`config.mk`:
```
export PLATFORM = sky130hd
export DESIGN_NAME = recovery_sequencer
export DESIGN_NICKNAME = d
export VERILOG_FILES = /design/src/rtl/recovery_sequencer.sv
export SDC_FILE = /design/constraint.sdc
export NUM_CORES = 1
export LEC_CHECK = 0
export CAP_MARGIN = 20
export CORE_ASPECT_RATIO = 0.75
export CORE_MARGIN = 2
export CORE_UTILIZATION = 30
export CTS_CLUSTER_SIZE = 30
export DETAILED_ROUTE_END_ITERATION = 10
export PLACE_DENSITY = 0.81
export SYNTH_ARGS = -nofsm -noshare
export SYNTH_HDL_FRONTEND = slang
export SYNTH_SLANG_ARGS = --single-unit
export TNS_END_PERCENT = 20
```
`constraint.sdc`:
```
create_clock -name clk -period 5.7 [get_ports clk]
set_clock_uncertainty 0.1 [all_clocks]
set_input_delay 1.71 -clock clk [delete_from_list [all_inputs] [get_ports clk]]
set_output_delay 1.71 -clock clk [all_outputs]
set_load 0.01 [all_outputs]
```
`src/rtl/recovery_sequencer.sv`:
```
// recovery_sequencer
// Copies the voted core register file into a recovery register file (SAVE) and
// copies it back after a collapse (RESTORE). Register x0 is never copied. A
// checkpoint can be requested explicitly or by an IDLE-cycle timer.
//
// Ports:
//   clk, rst_in               clock, synchronous active-high reset
//   ckpt_en                   enables the automatic checkpoint timer
//   ckpt_req                  checkpoint request (IDLE only)
//   rest_req                  restore request (IDLE; aborts a SAVE)
//   core_A1 / core_RD1        read port of the core register file
//   core_WE3/_A3/_WD3         write port of the core register file
//   rec_A1 / rec_RD1          read port of the recovery register file
//   rec_WE3/_A3/_WD3          write port of the recovery register file
//   stall_core, busy          high while copying
//   done                      one-cycle pulse when a save/restore completes
//   ckpt_valid                a complete checkpoint is held
//   err                       one-cycle pulse on a refused or aborted operation
module recovery_sequencer #(
  parameter int unsigned CKPT_PERIOD = 1024
) (
  input  logic        clk,
  input  logic        rst_in,
  input  logic        ckpt_en,
  input  logic        ckpt_req,
  input  logic        rest_req,
  output logic [4:0]  core_A1,
  input  logic [31:0] core_RD1,
  output logic        core_WE3,
  output logic [4:0]  core_A3,
  output logic [31:0] core_WD3,
  output logic [4:0]  rec_A1,
  input  logic [31:0] rec_RD1,
  output logic        rec_WE3,
  output logic [4:0]  rec_A3,
  output logic [31:0] rec_WD3,
  output logic        stall_core,
  output logic        busy,
  output logic        done,
  output logic        ckpt_valid,
  output logic        err
);

  localparam int unsigned AW = 5;
  localparam int unsigned DW = 32;
  localparam int unsigned TW = 16;

  localparam logic [1:0] S_IDLE    = 2'd0;
  localparam logic [1:0] S_SAVE    = 2'd1;
  localparam logic [1:0] S_RESTORE = 2'd2;

  localparam logic [AW-1:0] ADDR_FIRST = AW'(1);
  localparam logic [AW-1:0] ADDR_LAST  = AW'(31);
  localparam logic [TW-1:0] TMR_LAST   = TW'(CKPT_PERIOD - 1);

  logic [1:0]    state_q, state_d;
  logic [AW-1:0] addr_q, addr_d;
  logic [TW-1:0] tmr_q, tmr_d;
  logic          ckpt_valid_q, ckpt_valid_d;
  logic          done_q, done_d;
  logic          err_q, err_d;

  // State register
  always_ff @(posedge clk) begin
    if (rst_in) begin
      state_q      <= S_IDLE;
      addr_q       <= '0;
      tmr_q        <= '0;
      ckpt_valid_q <= 1'b0;
      done_q       <= 1'b0;
      err_q        <= 1'b0;
    end else begin
      state_q      <= state_d;
      addr_q       <= addr_d;
      tmr_q        <= tmr_d;
      ckpt_valid_q <= ckpt_valid_d;
      done_q       <= done_d;
      err_q        <= err_d;
    end
  end

  // Next-state logic
  always_comb begin
    state_d      = state_q;
    addr_d       = addr_q;
    tmr_d        = tmr_q;
    ckpt_valid_d = ckpt_valid_q;
    done_d       = 1'b0;
    err_d        = 1'b0;
    case (state_q)
      S_IDLE: begin
        if (rest_req) begin
          if (ckpt_valid_q) begin
            state_d = S_RESTORE;
            addr_d  = ADDR_FIRST;
            tmr_d   = '0;
          end else begin
            // Refused restore: stay idle, timer keeps running
            err_d = 1'b1;
            if (ckpt_en) tmr_d = tmr_q + TW'(1);
          end
        end else if (ckpt_req || (ckpt_en && (tmr_q == TMR_LAST))) begin
          state_d      = S_SAVE;
          addr_d       = ADDR_FIRST;
          tmr_d        = '0;
          ckpt_valid_d = 1'b0;
        end else if (ckpt_en) begin
          tmr_d = tmr_q + TW'(1);
        end
      end
      S_SAVE: begin
        if (rest_req) begin
          // Collapse during save: the partial checkpoint is unusable
          state_d = S_IDLE;
          addr_d  = '0;
          err_d   = 1'b1;
        end else if (addr_q == ADDR_LAST) begin
          state_d      = S_IDLE;
          addr_d       = '0;
          done_d       = 1'b1;
          ckpt_valid_d = 1'b1;
        end else begin
          addr_d = addr_q + AW'(1);
        end
      end
      S_RESTORE: begin
        if (addr_q == ADDR_LAST) begin
          state_d = S_IDLE;
          addr_d  = '0;
          done_d  = 1'b1;
        end else begin
          addr_d = addr_q + AW'(1);
        end
      end
      default: begin
        state_d = S_IDLE;
        addr_d  = '0;
      end
    endcase
  end

  // Copy datapath: zero-latency read-to-write; a reset edge suppresses the write
  always_comb begin
    core_A1  = '0;
    core_WE3 = 1'b0;
    core_A3  = '0;
    core_WD3 = '0;
    rec_A1   = '0;
    rec_WE3  = 1'b0;
    rec_A3   = '0;
    rec_WD3  = '0;
    case (state_q)
      S_SAVE: begin
        core_A1 = addr_q;
        rec_A3  = addr_q;
        rec_WD3 = DW'(core_RD1);
        rec_WE3 = !rest_req && !rst_in;
      end
      S_RESTORE: begin
        rec_A1   = addr_q;
        core_A3  = addr_q;
        core_WD3 = DW'(rec_RD1);
        core_WE3 = !rst_in;
      end
      default: ;
    endcase
  end

  assign busy       = (state_q == S_SAVE) || (state_q == S_RESTORE);
  assign stall_core = busy;
  assign done       = done_q;
  assign err        = err_q;
  assign ckpt_valid = ckpt_valid_q;

endmodule

```
==> metrics.txt <==
Yosys top cell by area=dfxtp_1; Worst Path Arrival=3.20 ns; CTS tree=built; Non-Filler Instances=481; post-synth net total=337; syn avg cell area=7.738 sq um; setup ws final=0.6925 ns; Inst Count DP=477; Synth Warn #=0; Yosys cell types=46; Final Max Tran Viols=0; n_diodes=0; final RePlAce weighted congestion=0.8306; placed inst area=3578 sq um; number of buffers created by CTS=3; Final setup viols=0; CP required=3.89 ns; Post-Synthesis Cell Area=2012 sq um; HP Class=reg -> reg; 1st-pass router iterations=4; crit path time final=5.007 ns; Yosys reg bits=26; startpoint types=input port; vias in the first global route=2,147; Setup Crit Path Kind=in -> out; post-detail-place hpwl=5654 um; I/O pin count=160; highest routed layer=met4; commonest cells in the synthesized netlist=73 x and2_1, 27 x nor2_1, 26 x dfxtp_1; Mapped Cells=260; die area=7384 sq um; Via Count=2,248; final WL=6919 um; Post-synth top flop=dfxtp_1; gr usage total=18.48%; Initial Util=31.53%; largest family of logic cells by synthesized area=simple AND/OR/NAND/NOR gates; post-synth top area share=25.87%; area grow syn2layout=80.60%; fraction of synthesized cell area in xor and xnor cells=5.659%; post-CTS setup buffer count=0; Post-Place Worst Slack=0.6915 ns; RSZ-0062 raised after global routing=no; metal2 WL=3414 um; maximum clock path buffer count=2; Fill cells=583; Core Util, Final=56.94%; first-pass GRT wire length=10,920 um; Area contributors post-synth=dfxtp_1 26%, and2_1 23%, nor2_1 5.0%; Post-synth ARST share=0%; Tcrit/Tclk final=87.85%; complex-gate fraction of the synthesized area=11.50%; clk root buf=clkbuf_8; number of nets in the layout=478; post-synthesis mux area share=0.4975%; CP endpoint kind=output pin; Worst-Skew Late Latency=0.27 ns; hold_buf cts=0; vias per cell=4.674; DRT antenna net count=0; met3 wire len=300 um; fin area=3633 sq um; setup TNS=0 ns; final hold violations=0; wire length on met1=3168 um; DRC=0; die height=74.92 um; H-tree levels=1; Fmax=199.7 MHz; Die Width=98.56 um; GR Overflow Total=0; Slew HR=32.12%; Adder-Cell Fraction of Synth Area=4.975%; initial antenna violation count=0; Post-Synth Simple-Gate Area=42.97%; largest net degree at the start of global routing=42; maximum vdd drop=0.07429 mV; # rows=25; IO buf count=159; WL/cell=14.38 um; Max Cap Viol=0; leakage=1.363 nW; post-cts sizing count=0; most numerous cell in the Yosys netlist=and2_1; post-synthesis sequential area ratio=25.87%; Initial DRC Count=88; Worst Tran Pin Value=1.018 ns; EDFF count, synth=0; pwr/cell area=117.9 nW/um^2; clk slew on worst S/H paths=0.09 ns; core area=6381 sq um; maximum net fanout on the critical path=7; layout cell share with drive strength beyond 1=3.500%; status=finished, final reports clean; sinks on the clock net=26
==> per-layer routing <==
layer | vias to the layer above | global-route usage [%]
met5 | - | 0
met4 | 0 | 2.892
met3 | 5 | 3.343
met2 | 66 | 33.86
met1 | 1040 | 23.59
li1 | 1137 | -
==> cells in the final DEF (no fill, tap or decap), types with 4 or more instances in the layout <==
cell and n:
a211oi_1 4, a21oi_1 4, and2_1 73, clkbuf_8 4, clkdlybuf4s50_1 159, dfxtp_1 26, ha_1 8, inv_1 10
nand2_1 12, nand3_1 7, nand4_1 6, nor2_1 27, nor3_1 4, xnor2_1 5, xor2_1 8
==> sequential cells by signal, indices dropped and copies added, names as in the netlist <==
| name | cells |
|---|---|
| tmr_q | 16 |
| ckpt_valid | 1 |
| addr_q | 5 |
| state_q | 2 |
| err | 1 |
| done | 1 |
==> layout make-up <==
type / instances / area, sq um / area share [%]
Timing Repair Buffer: 160 / 1599 / 44.01
Tap cell: 81 / 101.3 / 2.789
Sequential cell: 26 / 520.5 / 14.33
Multi-Input combinational cell: 200 / 1320 / 36.33
Clock buffer: 4 / 55.05 / 1.515
Inverter: 10 / 37.54 / 1.033
==> power by group <==
part	internal [mW]	leakage (nW)	switching [mW]	total, mW
sequential	0.184	0.210	0.00279	0.187
clock	0.0618	0.0288	0.0577	0.120
combinational	0.0763	1.12	0.0454	0.122
total	0.322	1.36	0.106	0.428
==> worst paths after layout <==
check / start / endpoint / slack (ns) / cells after the start
setup / recovery: rest_req / rec_WE3 / 0.69 / 4
hold / removal: state_q[1] / state_q[1] / 0.42 / 1
setup reg to reg: state_q[1] / addr_q[0] / 3.03 / 6
hold reg to reg: state_q[1] / state_q[1] / 0.42 / 1
==> through the flow <==
stage | power [mW] | hold slack (ns)
2_1_floorplan | 0.2343 | 0.3813
5_1_grt | 0.4472 | 0.4450
3_3_place_gp | 0.3114 | 0.4032
6_report | 0.4283 | 0.4179
4_1_cts | 0.4314 | 0.4189
3_5_place_dp | 0.3129 | 0.4062
==> logic make-up (layout without fill, tap and decap cells) <==
logic type	Yosys count	in the layout
AO/OA/AOI/OAI	30	30
XOR/XNOR	13	13
multiplexers	1	1
buffers and inverters	34	174
flip-flops	26	26
adder cells (fa/ha/maj)	8	8
AND/OR/NAND/NOR	148	148
==> worst max-delay path, stage by stage <==
cell             delay [ns]
clkdlybuf4s50_1        0.54
nand2b_1               0.25
nor2_1                 0.14
clkdlybuf4s50_1        0.56
(Power assumes the default switching activity.)
